## src/rtl/mem_arbiter_pkg.sv

```systemverilog
// Shared encodings for the unified byte-wide RAM port arbiter:
// access sizes, sequencer states and grant owners.
package mem_arbiter_pkg;

    localparam logic [1:0] SZ_BYTE = 2'd0;
    localparam logic [1:0] SZ_HALF = 2'd1;
    localparam logic [1:0] SZ_WORD = 2'd2;

    typedef enum logic [1:0] {
        ST_IDLE  = 2'd0,
        ST_READ  = 2'd1,
        ST_WRITE = 2'd2,
        ST_DONE  = 2'd3
    } state_e;

    typedef enum logic {
        OWN_IF  = 1'b0,
        OWN_MEM = 1'b1
    } owner_e;

    // Byte count for a MEM access; the unused size code 3 behaves as a word.
    function automatic logic [2:0] size_to_n(input logic [1:0] size);
        case (size)
            SZ_BYTE: return 3'd1;
            SZ_HALF: return 3'd2;
            default: return 3'd4;
        endcase
    endfunction

endpackage

```

## src/rtl/mem_arbiter_byte_seq.sv

```systemverilog
// Byte sequencer for one RAM transaction: walks the address, splits store
// data into bytes and assembles load bytes little-endian.
//
// state    | meaning
// ---------+-----------------------------------------------------------
// ST_IDLE  | waiting for start; ram_addr holds its last value
// ST_READ  | address phase plus one trailing cycle for the RAM latency
// ST_WRITE | one byte written per cycle
// ST_DONE  | transaction complete for one cycle, data_o valid
module mem_byte_seq
    import mem_arbiter_pkg::*;
#(
    parameter int ADDR_W = 17
) (
    input  logic              clk_i,
    input  logic              rst_ni,
    input  logic              start_i,
    input  logic              abort_i,
    input  logic [ADDR_W-1:0] base_i,
    input  logic [2:0]        n_i,
    input  logic              we_i,
    input  logic [31:0]       wdata_i,
    output logic              idle_o,
    output logic              done_o,
    output logic [31:0]       data_o,
    output logic [ADDR_W-1:0] ram_addr_o,
    output logic              ram_we_o,
    output logic [7:0]        ram_dout_o,
    input  logic [7:0]        ram_din_i
);

    state_e            state_q, state_d;
    logic [2:0]        cnt_q, cnt_d;
    logic [2:0]        n_q, n_d;
    logic [ADDR_W-1:0] addr_q, addr_d;
    logic [31:0]       wdata_q, wdata_d;
    logic [31:0]       data_q, data_d;
    logic [1:0]        byte_idx;
    logic              last_addr;

    // Read data lags its address by one cycle, so the captured byte is cnt-1.
    assign byte_idx  = cnt_q[1:0] - 2'd1;
    assign last_addr = (cnt_q + 3'd1) >= n_q;

    // Next-state, counter, address and data assembly.
    always_comb begin
        state_d = state_q;
        cnt_d   = cnt_q;
        n_d     = n_q;
        addr_d  = addr_q;
        wdata_d = wdata_q;
        data_d  = data_q;
        case (state_q)
            ST_IDLE: begin
                if (start_i) begin
                    state_d = we_i ? ST_WRITE : ST_READ;
                    cnt_d   = 3'd0;
                    n_d     = n_i;
                    addr_d  = base_i;
                    wdata_d = wdata_i;
                    data_d  = '0;
                end
            end
            ST_READ: begin
                if (abort_i) begin
                    state_d = ST_IDLE;
                end else begin
                    cnt_d = cnt_q + 3'd1;
                    if (cnt_q != 3'd0) data_d[{byte_idx, 3'b000} +: 8] = ram_din_i;
                    if (!last_addr) addr_d = addr_q + ADDR_W'(1);
                    if (cnt_q == n_q) state_d = ST_DONE;
                end
            end
            ST_WRITE: begin
                cnt_d = cnt_q + 3'd1;
                if (last_addr) state_d = ST_DONE;
                else           addr_d  = addr_q + ADDR_W'(1);
            end
            default: state_d = ST_IDLE;
        endcase
    end

    // State and datapath registers.
    always_ff @(posedge clk_i or negedge rst_ni) begin
        if (!rst_ni) begin
            state_q <= ST_IDLE;
            cnt_q   <= 3'd0;
            n_q     <= 3'd0;
            addr_q  <= '0;
            wdata_q <= '0;
            data_q  <= '0;
        end else begin
            state_q <= state_d;
            cnt_q   <= cnt_d;
            n_q     <= n_d;
            addr_q  <= addr_d;
            wdata_q <= wdata_d;
            data_q  <= data_d;
        end
    end

    assign idle_o     = (state_q == ST_IDLE);
    assign done_o     = (state_q == ST_DONE);
    assign data_o     = data_q;
    assign ram_addr_o = addr_q;
    assign ram_we_o   = (state_q == ST_WRITE);
    assign ram_dout_o = ram_we_o ? wdata_q[{cnt_q[1:0], 3'b000} +: 8] : 8'h00;

endmodule

```

## src/rtl/mem_arbiter.sv

```systemverilog
// Arbiter for the single byte-wide RAM port shared by instruction fetch and
// the MEM stage. Grants in idle only, routes done/data back to the owner and
// handles branch flushes of in-flight fetches.
// Optional: define MEM_ARB_RR_EN for round-robin on ties (MEM priority otherwise).
module mem_arbiter
    import mem_arbiter_pkg::*;
#(
    parameter int ADDR_W = 17
) (
    input  logic              clk_i,
    input  logic              rst_ni,
    input  logic              if_req_i,
    input  logic [31:0]       if_addr_i,
    input  logic              if_flush_i,
    output logic              if_done_o,
    output logic [31:0]       if_data_o,
    input  logic              mem_req_i,
    input  logic              mem_we_i,
    input  logic [1:0]        mem_size_i,
    input  logic [31:0]       mem_addr_i,
    input  logic [31:0]       mem_wdata_i,
    output logic              mem_done_o,
    output logic [31:0]       mem_rdata_o,
    output logic [ADDR_W-1:0] ram_addr_o,
    output logic              ram_we_o,
    output logic [7:0]        ram_dout_o,
    input  logic [7:0]        ram_din_i,
    output logic              stallreq_if_o,
    output logic              stallreq_mem_o
);

    owner_e            owner_q;
    logic              load_q;
    logic [31:0]       if_data_q, mem_rdata_q;
    logic              if_ok, grant_mem, start, abort;
    logic              seq_idle, seq_done, mem_ld_done;
    logic [31:0]       seq_data;
    logic [ADDR_W-1:0] base;
    logic [2:0]        n;
    logic              unused_addr_bits;

    // A flush in idle hides the fetch request for that cycle.
    assign if_ok = if_req_i & ~if_flush_i;

`ifdef MEM_ARB_RR_EN
    owner_e last_q;

    // On a tie the requester that was not granted last wins.
    always_comb begin
        grant_mem = mem_req_i & (~if_ok | (last_q == OWN_IF));
    end

    // Last-grant flag starts at IF so MEM wins the first tie.
    always_ff @(posedge clk_i or negedge rst_ni) begin
        if (!rst_ni)    last_q <= OWN_IF;
        else if (start) last_q <= grant_mem ? OWN_MEM : OWN_IF;
    end
`else
    assign grant_mem = mem_req_i;
`endif

    assign start = seq_idle & (mem_req_i | if_ok);
    assign base  = grant_mem ? mem_addr_i[ADDR_W-1:0] : if_addr_i[ADDR_W-1:0];
    assign n     = grant_mem ? size_to_n(mem_size_i) : 3'd4;
    assign abort = (owner_q == OWN_IF) & if_flush_i;
    assign unused_addr_bits = ^{if_addr_i[31:ADDR_W], mem_addr_i[31:ADDR_W]};

    // Latch the owner and whether a MEM grant is a load on acceptance.
    always_ff @(posedge clk_i or negedge rst_ni) begin
        if (!rst_ni) begin
            owner_q <= OWN_IF;
            load_q  <= 1'b0;
        end else if (start) begin
            owner_q <= grant_mem ? OWN_MEM : OWN_IF;
            load_q  <= grant_mem & ~mem_we_i;
        end
    end

    mem_byte_seq #(.ADDR_W(ADDR_W)) u_seq (
        .clk_i      (clk_i),
        .rst_ni     (rst_ni),
        .start_i    (start),
        .abort_i    (abort),
        .base_i     (base),
        .n_i        (n),
        .we_i       (grant_mem & mem_we_i),
        .wdata_i    (mem_wdata_i),
        .idle_o     (seq_idle),
        .done_o     (seq_done),
        .data_o     (seq_data),
        .ram_addr_o (ram_addr_o),
        .ram_we_o   (ram_we_o),
        .ram_dout_o (ram_dout_o),
        .ram_din_i  (ram_din_i)
    );

    assign if_done_o   = seq_done & (owner_q == OWN_IF) & ~if_flush_i;
    assign mem_done_o  = seq_done & (owner_q == OWN_MEM);
    assign mem_ld_done = mem_done_o & load_q;

    // Returned data is visible in the done cycle, then held until the next one.
    always_ff @(posedge clk_i or negedge rst_ni) begin
        if (!rst_ni) begin
            if_data_q   <= '0;
            mem_rdata_q <= '0;
        end else begin
            if (if_done_o)   if_data_q   <= seq_data;
            if (mem_ld_done) mem_rdata_q <= seq_data;
        end
    end

    assign if_data_o      = if_done_o   ? seq_data : if_data_q;
    assign mem_rdata_o    = mem_ld_done ? seq_data : mem_rdata_q;
    assign stallreq_if_o  = if_req_i  & ~if_done_o;
    assign stallreq_mem_o = mem_req_i & ~mem_done_o;

endmodule

```

## config.mk

```make
export PLATFORM = sky130hd
export DESIGN_NAME = mem_arbiter
export DESIGN_NICKNAME = d
export VERILOG_FILES = /design/src/rtl/mem_arbiter_pkg.sv /design/src/rtl/mem_arbiter_byte_seq.sv /design/src/rtl/mem_arbiter.sv
export SDC_FILE = /design/constraint.sdc
export NUM_CORES = 1
export LEC_CHECK = 0
export ABC_CLOCK_PERIOD_IN_PS = 6250
export BUFFER_PORTS_ARGS = -buffer_cell sky130_fd_sc_hd__buf_2
export CAP_MARGIN = 10
export CORE_ASPECT_RATIO = 0.7
export CORE_UTILIZATION = 57
export DETAILED_ROUTE_END_ITERATION = 10
export GPL_TIMING_DRIVEN = 0
export MAX_ROUTING_LAYER = met4
export PLACE_DENSITY = 0.92
export SKIP_CTS_REPAIR_TIMING = 1
export SLEW_MARGIN = 0
export SYNTH_ARGS = -nofsm -noshare
export SYNTH_HDL_FRONTEND = slang
export SYNTH_SLANG_ARGS = --single-unit
```

## constraint.sdc

```tcl
create_clock -name clk_i -period 6.25 [get_ports clk_i]
set_input_delay 1.875 -clock clk_i [delete_from_list [all_inputs] [get_ports clk_i]]
set_output_delay 1.875 -clock clk_i [all_outputs]
set_load 0.05 [all_outputs]
```

Word level (Yosys, flattened, before mapping) --
Cells that the tools add are included.
Operators by class: add/subtract/negate cells 4, order comparisons 1, equal/unequal tests 10, shift operators 3, multiplexer cells 25, bitwise logic cells 17, reduce and logical (&&, ||, !) cells 9
Operators by type and width (number):
- $mux 32 | 5
- $mux 17 | 4
- $pmux 32 s2 | 1
- $pmux 17 s3 | 1
- $bwmux 32 | 1
- $shift 8x7->32 const A | 1
- $shiftx 32x6->8 | 1
- $shiftx 8x7->32 | 1
- $add 17x1->17 const B | 1
- $and 1x1->1 | 11
- $mux 2 | 5
- $mux 3 | 3
- $pmux 3 s3 | 1
- $mux 8 | 1
- $neg 5->7 | 1
- $ne 2x2->1 const B | 3
- $pmux 2 s3 | 1
- $pmux 3 s2 | 1
- $reduce_and 3->1 | 2
- $reduce_bool 3->1 | 2
- $not 1->1 | 5
- $eq 2x1->1 const B | 2
- $eq 2x2->1 const B | 2
- $logic_not 2->1 | 2
- 11 further kinds | 11
Word-level totals: register bits after elaboration 155, bits of input ports 112

Logic depth before layout (Yosys ltp) --
Gate-level depths: netlist of run 1.
depth after elaboration 7, depth in mapped cells 9

By module --
From an unflattened synthesis of run 1, not the netlist that was laid out.
Second synthesis, totals: cell total of the unflattened synthesis 563, area, all modules 7424.6 um2
By module, submodules not included:
- mem_byte_seq | times used 1, cells each 390, area each 4519.3 um2, sequential area each 2227.1 um2
- mem_arbiter | times used 1, cells each 173, area each 2905.3 um2, sequential area each 1651.6 um2

Worst setup path after synthesis of run 1 --
Ideal clock, no wire load.
path kind input-to-output, start point input mem_req_i, end point output stallreq_mem_o, data arrival time 3202 ps, setup slack 1173 ps, cell stages on the path 4, path buffers 2, cell sequence buf_2 buf_1 inv_1 nor2_1
Between the ends: word-level cells in the longest chain between the ends 1
Ends and longest elaborated chain:
- from (decl) | line mem_arbiter.sv:17 | input logic mem_req_i,
- $and 1x1->1 | line mem_arbiter.sv:115 | assign stallreq_mem_o = mem_req_i & ~mem_done_o;
- to (decl) | line mem_arbiter.sv:29 | output logic stallreq_mem_o
No other way between the ends.

Worst setup path in the final report of run 1 --
start point input if_flush_i, end point output if_data_o[19]
Between the ends: word-level cells in the longest chain between the ends 3
Ends and longest elaborated chain:
- from (decl) | line mem_arbiter.sv:14 | input logic if_flush_i,
- $not 1->1 | line mem_arbiter.sv:97 | assign if_done_o = seq_done & (owner_q == OWN_IF) & ~if_flush_i;
- $and 1x1->1 | line mem_arbiter.sv:97
- $mux 32
- to (decl) | line mem_arbiter.sv:16 | output logic [31:0] if_data_o,
No other way between the ends.

==> reports/summary.txt, run 1 <==
core footprint -> 12,460 sq um
cell area after placement -> 8428 sq um
total area of multi-input combinational cells -> 3168 sq um
number of top-level design ports -> 206
Worst Skew -> 0.01202 ns
fraction of layout cells with a size suffix above 1 -> 38.54%
Async S/R FF share, synth -> 100.0%
power density cells -> 538.2 nW/um^2
# setup viols final -> 0
count of warnings emitted by yosys -> 0
leakage power total -> 0.004502 uW
share of Yosys cell area claimed by the top area cell type -> 52.98%
number of buffers and inverters on the critical path -> 3
count of unique library cells instantiated by Yosys -> 51
worst IR drop on VDD -> 433.1 uV
share of power burned in the clock network -> 22.4%
slew at the pin with the worst max-slew slack -> 0.9221 ns
sink count of the clock tree -> 155
wire length reported by the detailed router -> 18,470 microns
global-route wire length before repair -> 29,630 microns
initial core utilization -> 58.73%
grt total ovfl -> 0
Port Buf Inserts -> 174
initial antenna violation count -> 0
cts bufs inserted -> 17
final worst-path cycle share -> 87.20%
gate count of the mapped netlist -> 626
top cells by area in the synthesized netlist -> sky130_fd_sc_hd__dfrtp_1 53%, sky130_fd_sc_hd__mux2_2 12%, sky130_fd_sc_hd__mux2i_1 5.3%, sky130_fd_sc_hd__nand2_1 4.3%, sky130_fd_sc_hd__mux4_2 2.5%
internal power -> 2664 uW
critical-path cell list -> buf_2, nor3b_2, buf_2, mux2_2, buf_2
final period demand of the worst path -> 5.450 ns
vertical die dimension -> 96.82 microns
number of global-route vias before repair -> 5,730
Post-synth top cells -> 155 x sky130_fd_sc_hd__dfrtp_1, 84 x sky130_fd_sc_hd__nand2_1, 81 x sky130_fd_sc_hd__mux2_2
fraction of power consumed by combinational cells -> 46.9%
clock tree from TritonCTS -> done
Overall Global Routing Usage -> 30.39%
Net count, final -> 946
cell mode on critical path -> sky130_fd_sc_hd__buf_2
number of filler instances in the final layout -> 846
pin count of the biggest net entering global routing -> 91
worst min-delay path category -> reg -> reg
final-report hold violation count -> 0
post-synthesis instance area -> 7321 sq um
tightest slew margin relative to the limit -> 38.06%
data required time of the worst path -> 4.38 ns
worst endpoint data arrival time -> 3.58 ns
diode count -> 0
max-slew violation count -> 0
synthesis-stage register bit count -> 155
drt pass-1 iters -> 5
maximum buffer depth of the clock tree -> 2
routed vias -> 5,703
std cell rows -> 34
highest clock frequency the design can meet -> 183.5 MHz
max-cap violation count -> 0
maximum cell stage delay along the critical path -> 0.54 ns
final-layout worst hold slack -> 0.4961 ns
# H-tree levels -> 4
gpl congestion -> 0.9611
routed len/inst -> 18.56 microns
most frequent cell after synthesis -> sky130_fd_sc_hd__dfrtp_1
horizontal extent of the die -> 137.5 microns
post-route cell area -> 9064 sq um
Slowest cell on crit path -> sky130_fd_sc_hd__nor3b_2
Die Footprint -> 13,310 sq um
Setup Total Neg Slack -> 0 ns
clock root buffer master -> sky130_fd_sc_hd__clkbuf_16
critical path endpoint category -> output pin
switching portion of total power -> 45.38%
Critical Path Source Type -> input port
average cell area after synthesis -> 11.69 sq um
Syn Nets -> 752
Worst Path Max Fanout -> 10
Crit Path Class -> in -> out
status -> complete, no violations
DRC errors left -> 0
Reg area -> 3879 sq um
post-CTS clock slew at the launch and capture registers of the worst setup and hold paths -> 0.06 ns
most used flip-flop cell after synthesis -> sky130_fd_sc_hd__dfrtp_1
setup repair after global routing missed its margin -> no
number of violations reported at the end of detailed-routing iteration 0 -> 498
HPWL reported at the end of detailed placement -> 13,270 microns
number of enable flip-flop cells after synthesis -> 0
vias per inst -> 5.732
remaining number of nets flagged by the antenna check after routing -> 0
sequential-to-total area share from yosys stat -> 52.98%
Sw Pwr -> 2213 uW
critical path's top delay family -> buffers and inverters
area leader, netlist -> sky130_fd_sc_hd__dfrtp_1
clock network latency to the later pin of the worst-skew pair -> 0.43 ns
Layout area overhead -> 23.81%
part of the total power dissipated in sequential elements -> 30.7%
path summary, 6_finish.rpt:
path                                            start                               to  slack, ns  cells past startpoint
min reg2reg                  mem_rdata_q[9]$_DFF_PN0_         mem_rdata_q[9]$_DFF_PN0_       0.50                      1
max in group asynchronous                      rst_ni        mem_rdata_q[20]$_DFF_PN0_       4.00                      2
min                          mem_rdata_q[9]$_DFF_PN0_         mem_rdata_q[9]$_DFF_PN0_       0.50                      1
max                                        if_flush_i                    if_data_o[19]       0.80                      5
min in group asynchronous                      rst_ni  u_seq.ram_addr_o[5]$_DFFE_PN0P_       1.42                      1
max reg2reg                u_seq.cnt_q[0]$_DFFE_PN0P_  u_seq.ram_addr_o[0]$_DFFE_PN0P_       2.84                      9
cell usage in the layout, fill, tap and decap left out, types with 4 or more instances in the layout:
cell                          n
sky130_fd_sc_hd__and3_1       4
sky130_fd_sc_hd__mux2_2      81
sky130_fd_sc_hd__and4_1       5
sky130_fd_sc_hd__inv_8        5
sky130_fd_sc_hd__o31ai_1      5
sky130_fd_sc_hd__clkbuf_1    12
sky130_fd_sc_hd__o21ai_0     34
sky130_fd_sc_hd__ha_1        14
sky130_fd_sc_hd__inv_1       36
sky130_fd_sc_hd__clkbuf_16   17
sky130_fd_sc_hd__nor3_1       8
sky130_fd_sc_hd__dfrtp_1    155
sky130_fd_sc_hd__a21oi_1      6
sky130_fd_sc_hd__nand2_1     84
sky130_fd_sc_hd__and2_1       9
sky130_fd_sc_hd__nand2b_1     6
sky130_fd_sc_hd__nor2_1       8
sky130_fd_sc_hd__a22o_1       7
sky130_fd_sc_hd__clkinv_8     4
sky130_fd_sc_hd__mux4_2       8
sky130_fd_sc_hd__a211o_1      6
sky130_fd_sc_hd__mux2i_1     39
sky130_fd_sc_hd__nor2b_1      8
sky130_fd_sc_hd__a211oi_1     4
sky130_fd_sc_hd__nand3_1     14
sky130_fd_sc_hd__or4_1        5
sky130_fd_sc_hd__buf_2      185
sky130_fd_sc_hd__nor4_1       4
sky130_fd_sc_hd__nand4_1      7
per-stage QoR:
stage,setup WS (ns),cells,power (uW),util [%]
2_1_floorplan,1.173,626,3174,-
3_3_place_gp,0.8468,962,3683,67.35
3_5_place_dp,0.8286,963,3758,67.62
4_1_cts,0.8248,995,4864,72.72
5_1_grt,0.7270,995,5137,72.72
6_report,0.8000,995,4878,72.72
registers in the layout, indices dropped and copies added, names as in the netlist:
register	flops
if_data_q	32
load_q	1
mem_rdata_q	32
owner_q	1
u_seq.cnt_q	3
u_seq.data_o	32
u_seq.n_q	3
u_seq.ram_addr_o	17
u_seq.state_q	2
u_seq.wdata_q	32
area by class of cell:
cell class                 count  share of cell area [%]
buffer                        30                   1.532
clock buffer                  17                   4.694
clock inverter                15                   2.319
inverter                      36                   1.491
multi-input combinational    405                   34.95
sequential                   155                   42.79
tap                          162                   2.236
timing repair buffer         175                   9.981
cells by family (layout without fill, tap and decap cells):
kind of cell               after synthesis  count (layout)  synth area share, %
AOI/OAI and AO/OA                       89              89                8.460
xor gates and xnor gates                 3               3               0.3590
muxes                                  128             128                20.25
buffers and inverters                   66             273                3.743
DFF                                    155             155                52.98
and+or+nand+nor                        171             171                11.81
adders and majority gates               14              14                2.393
layer usage:
| metal | track usage, % | up-vias | share of wire [%] |
|---|---|---|---|
| met5 | - | - | 0 |
| met4 | 10.57 | 0 | 1.6 |
| met3 | 5.870 | 32 | 7.2 |
| met2 | 44.26 | 239 | 46 |
| met1 | 42.63 | 2812 | 45 |
| li1 | - | 2620 | - |
power groups by stage:
stage	sequential, uW	clock, uW	combinational [uW]
2_1_floorplan	1650	0	1530
3_3_place_gp	1490	0	2190
3_5_place_dp	1510	0	2250
4_1_cts	1490	1100	2270
5_1_grt	1540	1150	2450
6_report	1500	1090	2290
Note: power is estimated with default switching activity, not from simulation.
==> inputs of run 2 (changes only) <==
--- a/config.mk
+++ b/config.mk
@@ -11,7 +11,6 @@
 export CORE_ASPECT_RATIO = 0.7
 export CORE_UTILIZATION = 57
 export DETAILED_ROUTE_END_ITERATION = 10
-export GPL_TIMING_DRIVEN = 0
 export MAX_ROUTING_LAYER = met4
 export PLACE_DENSITY = 0.92
 export SKIP_CTS_REPAIR_TIMING = 1
==> run 2 against run 1 <==
  * Non-clock buffer count down 24
  * Routed wire length is 6.8% lower
  * Clock-buffer cell count rose by 1
  * Clock skew barely moved
  * Final cell count is 2.4% lower
==> reports/summary.txt, run 2 (same netlist as run 1, synthesis figures left out) <==
final period demand of the worst path -> 5.165 ns
Crit Path Class -> in -> out
routed vias -> 5,559
core footprint -> 12,460 sq um
global-route wire length before repair -> 28,150 microns
initial antenna violation count -> 0
Power, Total -> 4669 uW
cts bufs inserted -> 17
grt total ovfl -> 0
post-CTS clock slew at the launch and capture registers of the worst setup and hold paths -> 0.07 ns
diode count -> 0
power density cells -> 525.0 nW/um^2
worst endpoint data arrival time -> 3.29 ns
final worst-path cycle share -> 82.64%
clock network latency to the later pin of the worst-skew pair -> 0.42 ns
maximum cell stage delay along the critical path -> 0.45 ns
horizontal extent of the die -> 137.5 microns
wire length reported by the detailed router -> 17,210 microns
Worst Skew -> 0.01176 ns
HPWL reported at the end of detailed placement -> 12,100 microns
most frequent cells in the layout -> 174 x sky130_fd_sc_hd__buf_2, 155 x sky130_fd_sc_hd__dfrtp_1, 83 x sky130_fd_sc_hd__nand2_1, 81 x sky130_fd_sc_hd__mux2_2, 39 x sky130_fd_sc_hd__mux2i_1
cell mode on critical path -> sky130_fd_sc_hd__buf_2
worst IR drop on VDD -> 322.8 uV
number of global-route vias before repair -> 5,544
clock tree from TritonCTS -> done
gpl congestion -> 0.8386
most common cell after layout, fill and taps aside -> sky130_fd_sc_hd__buf_2
critical path's top delay family -> buffers and inverters
number of buffers and inverters on the critical path -> 3
Die Footprint -> 13,310 sq um
highest clock frequency the design can meet -> 193.6 MHz
Overall Global Routing Usage -> 28.65%
leakage power total -> 0.004404 uW
tightest slew margin relative to the limit -> 34.18%
fraction of layout cells with a size suffix above 1 -> 38.69%
Placed Cells -> 939
setup repair after global routing missed its margin -> no
status -> complete, no violations
Layout area overhead -> 21.47%
maximum buffer depth of the clock tree -> 2
vertical die dimension -> 96.82 microns
Setup Total Neg Slack -> 0 ns
pin count of the biggest net entering global routing -> 62
remaining number of nets flagged by the antenna check after routing -> 0
Worst Path Max Fanout -> 34
max-cap violation count -> 0
critical path endpoint category -> output pin
sink count of the clock tree -> 155
initial core utilization -> 58.73%
Slowest cell on crit path -> sky130_fd_sc_hd__buf_4
Port Buf Inserts -> 175
Layout Cells excl Fill -> 971
final-report hold violation count -> 0
worst min-delay path category -> reg -> reg
Net count, final -> 922
number of violations reported at the end of detailed-routing iteration 0 -> 304
clock root buffer master -> sky130_fd_sc_hd__clkbuf_16
# H-tree levels -> 4
data required time of the worst path -> 4.38 ns
# setup viols final -> 0
routed len/inst -> 17.73 microns
drt pass-1 iters -> 5
std cell rows -> 34
register-to-register setup slack -> 2.70 ns
number of filler instances in the final layout -> 892
final-layout worst hold slack -> 0.4928 ns
Critical Path Source Type -> input port
DRC errors left -> 0
max-slew violation count -> 0
vias per inst -> 5.725
critical-path cell list -> buf_2, nor3b_4, buf_4, mux2_2, buf_2
slew at the pin with the worst max-slew slack -> 0.9839 ns
number of top-level design ports -> 206
==> run 2: stage by stage <==
stage                     area, sq um  worst slack [ns]  util (%)
after floorplan                  7321             1.173         -
after global placement           8332             1.108     66.84
after detailed placement         8332             1.093     66.84
after CTS                        8892             1.084     71.34
after global routing             8892             1.008     71.34
final                            8892             1.085     71.34
==> run 2: cell type report <==
type	count	area, sq um	share of cell area [%]
Inverter	36	135.1	1.520
Clock inverter	14	131.4	1.477
Multi-Input combinational cell	405	3188	35.85
Timing Repair Buffer	181	927.1	10.43
Clock buffer	18	429.2	4.826
Sequential cell	155	3879	43.62
Tap cell	162	202.7	2.279
==> run 2: power breakdown <==
group	switching [uW]	internal [uW]	leakage, uW
Sequential	240	1290	0.00204
Combinational	1410	752	0.00209
Clock	450	526	0.000270
Total	2100	2570	0.00440
==> run 2: path summary, 6_finish.rpt <==
kind	startpoint	end	cells past startpoint
setup / recovery	if_flush_i	if_data_o[28]	5
hold / removal	mem_rdata_q[23]$_DFF_PN0_	mem_rdata_q[23]$_DFF_PN0_	2
setup reg to reg	u_seq.cnt_q[0]$_DFFE_PN0P_	u_seq.ram_addr_o[1]$_DFFE_PN0P_	8
hold reg to reg	mem_rdata_q[23]$_DFF_PN0_	mem_rdata_q[23]$_DFF_PN0_	2
max in group asynchronous	rst_ni	u_seq.data_o[28]$_DFFE_PN0P_	2
min in group asynchronous	rst_ni	u_seq.ram_addr_o[11]$_DFFE_PN0P_	1
==> run 2: metal layers <==
layer	part of all wire, %	track usage, %
met1	45	39.17
met2	47	43.10
met3	5.8	4.979
met4	1.8	10.23
met5	0	-
==> run 2: worst register-to-register path, delay by kind of cell (launching register included) <==
kind / cells / cell delay (ns)
adder cells (fa/ha/maj): 2 / 0.77
buffers and inverters: 1 / 0.25
multiplexers: 1 / 0.35
flip-flops: 1 / 0.92
AO/OA/AOI/OAI: 1 / 0.53
AND/OR/NAND/NOR: 3 / 0.63
==> inputs of run 3 (changes only) <==
--- a/config.mk
+++ b/config.mk
@@ -5,14 +5,14 @@
 export SDC_FILE = /design/constraint.sdc
 export NUM_CORES = 1
 export LEC_CHECK = 0
-export ABC_CLOCK_PERIOD_IN_PS = 6250
+export ABC_CLOCK_PERIOD_IN_PS = 4300
 export BUFFER_PORTS_ARGS = -buffer_cell sky130_fd_sc_hd__buf_2
 export CAP_MARGIN = 10
 export CORE_ASPECT_RATIO = 0.7
-export CORE_UTILIZATION = 57
+export CORE_UTILIZATION = 47
 export DETAILED_ROUTE_END_ITERATION = 10
 export MAX_ROUTING_LAYER = met4
-export PLACE_DENSITY = 0.92
+export PLACE_DENSITY = 0.82
 export SKIP_CTS_REPAIR_TIMING = 1
 export SLEW_MARGIN = 0
 export SYNTH_ARGS = -nofsm -noshare
==> constraint.sdc (replaced) <==
create_clock -name clk_i -period 4.3 [get_ports clk_i]
set_input_delay 1.29 -clock clk_i [delete_from_list [all_inputs] [get_ports clk_i]]
set_output_delay 1.29 -clock clk_i [all_outputs]
set_load 0.05 [all_outputs]
==> run 3 against run 2 <==
  * Design area is 1.7% higher
  * Global-route usage is 4.3 points lower
  * Clock-buffer cell count is 2 higher
  * Worst setup slack worse by 0.68 ns
  * Clock skew is 0.0023 ns lower
  * Critical endpoint is now if_data_o[27]
  * Total power is 49% higher
==> reports/summary.txt, run 3 (same netlist as run 1, synthesis figures left out) <==
status -> complete, no violations
leakage power total -> 0.004462 uW
# H-tree levels -> 4
routed len/inst -> 17.50 microns
highest clock frequency the design can meet -> 256.6 MHz
number of buffers and inverters on the critical path -> 3
HPWL reported at the end of detailed placement -> 12,500 microns
setup repair after global routing missed its margin -> no
sink count of the clock tree -> 155
Worst Path Max Fanout -> 33
grt total ovfl -> 0
remaining number of nets flagged by the antenna check after routing -> 0
R2R Path Start -> u_seq.cnt_q[0]$_DFFE_PN0P_
core footprint -> 14,950 sq um
clock network latency to the later pin of the worst-skew pair -> 0.42 ns
Die Footprint -> 16,090 sq um
worst path setup slack after routing -> 0.4021 ns
gpl congestion -> 0.8786
number of global-route vias before repair -> 5,508
final worst-path cycle share -> 90.65%
Crit Path Class -> in -> out
# setup viols final -> 0
worst endpoint data arrival time -> 2.61 ns
clock tree from TritonCTS -> done
Placed Cells -> 976
post-CTS clock slew at the launch and capture registers of the worst setup and hold paths -> 0.06 ns
Setup Total Neg Slack -> 0 ns
critical path endpoint category -> output pin
maximum cell stage delay along the critical path -> 0.40 ns
cts bufs inserted -> 17
initial antenna violation count -> 0
cell mode on critical path -> sky130_fd_sc_hd__buf_2
Layout area overhead -> 23.52%
most common cell after layout, fill and taps aside -> sky130_fd_sc_hd__buf_2
critical path's top delay family -> buffers and inverters
routed vias -> 5,407
pre-CTS worst setup slack -> 0.4136 ns
maximum buffer depth of the clock tree -> 2
slew at the pin with the worst max-slew slack -> 1.017 ns
most frequent cells in the layout -> 174 x sky130_fd_sc_hd__buf_2, 155 x sky130_fd_sc_hd__dfrtp_1, 84 x sky130_fd_sc_hd__nand2_1, 81 x sky130_fd_sc_hd__mux2_2, 39 x sky130_fd_sc_hd__mux2i_1
power density cells -> 767.9 nW/um^2
post-route cell area -> 9042 sq um
diode count -> 0
wire length reported by the detailed router -> 17,640 microns
Worst Skew -> 0.009426 ns
endpoint of the worst hold-timing path -> mem_rdata_q[20]$_DFF_PN0_
worst IR drop on VDD -> 461.6 uV
Layout Cells excl Fill -> 1,008
horizontal extent of the die -> 151.2 microns
clock root buffer master -> sky130_fd_sc_hd__clkbuf_16
drt pass-1 iters -> 5
std cell rows -> 37
tightest slew margin relative to the limit -> 31.69%
hold-critical path depth -> 2
worst hold path startpoint -> mem_rdata_q[20]$_DFF_PN0_
initial core utilization -> 48.96%
vias per inst -> 5.364
DRC errors left -> 0
critical-path cell list -> buf_2, nor3b_4, buf_12, mux2_2, buf_2
Critical Path Source Type -> input port
Overall Global Routing Usage -> 24.33%
global-route wire length before repair -> 28,790 microns
final period demand of the worst path -> 3.898 ns
fraction of layout cells with a size suffix above 1 -> 38.87%
max-slew violation count -> 0
Slowest cell on crit path -> sky130_fd_sc_hd__mux2_2
number of top-level design ports -> 206
register-to-register setup slack -> 1.33 ns
worst min-delay path category -> reg -> reg
data required time of the worst path -> 3.01 ns
final-report hold violation count -> 0
number of violations reported at the end of detailed-routing iteration 0 -> 270
endpoint of the most critical register-to-register path -> u_seq.ram_addr_o[0]$_DFFE_PN0P_
Port Buf Inserts -> 175
pin count of the biggest net entering global routing -> 87
max-cap violation count -> 0
FF-to-FF path depth -> 8
cell area after placement -> 8426 sq um
Net count, final -> 926
vertical die dimension -> 106.4 microns
==> run 3: changes by cell type in the layout (fill, tap and decap cells not counted), sizes merged <==
cell / change
buf: +4
bufinv: +3
inv: -3
clkbuf: +2
clkinv: -1
clkinvlp: -1
==> run 3: power breakdown <==
group | leakage [uW] | total (uW) | switching (uW) | internal [uW]
clock | 0.000302 | 1560 | 612 | 952
combinational | 0.00212 | 3200 | 2080 | 1120
sequential | 0.00204 | 2180 | 305 | 1880
total | 0.00446 | 6940 | 3000 | 3950
==> run 3: through the flow <==
stage / total power, uW / hold WS (ns) / util (%)
after floorplan: 4614 / 0.4484 / -
after global placement: 5310 / 0.4644 / 56.35
after detailed placement: 5390 / 0.4748 / 56.35
after CTS: 6979 / 0.4907 / 60.47
after global routing: 7352 / 0.5080 / 60.47
final: 6944 / 0.4862 / 60.47
==> run 3: worst max-delay path by stage <==
| stage | cells after the start | startpoint | to |
|---|---|---|---|
| after global placement | 5 | if_flush_i | if_data_o[27] |
| after global routing | 7 | u_seq.state_q[0]$_DFFE_PN0P_ | mem_rdata_o[0] |
| after CTS | 5 | if_flush_i | if_data_o[27] |
| after detailed placement | 5 | if_flush_i | if_data_o[27] |
| final | 5 | if_flush_i | if_data_o[27] |
| after floorplan | 6 | u_seq.state_q[0]$_DFFE_PN0P_ | mem_rdata_o[0] |
==> run 3: final cells by class <==
| cell class | count | area [sq um] |
|---|---|---|
| clock inverters | 12 | 160.2 |
| flip-flops and latches | 155 | 3879 |
| inverters | 36 | 135.1 |
| well taps | 195 | 244.0 |
| repair buffers | 185 | 982.2 |
| clock buffers | 20 | 456.7 |
| multi-input cells | 405 | 3186 |
| fillers | 1251 | 5911 |
==> run 3: worst min-delay path, cell delays in order, from the launching register on <==
cell	delay, ns
sky130_fd_sc_hd__dfrtp_1	0.32
sky130_fd_sc_hd__nand2_1	0.04
sky130_fd_sc_hd__o21ai_0	0.08
==> run 3: layer usage <==
metal / GRT usage (%) / wire length (microns) / part of all wire [%]
met5: - / 0 / 0
met4: 5.714 / 139 / 0.79
met3: 7.167 / 1122 / 6.4
met2: 35.62 / 8031 / 46
met1: 33.21 / 8348 / 47
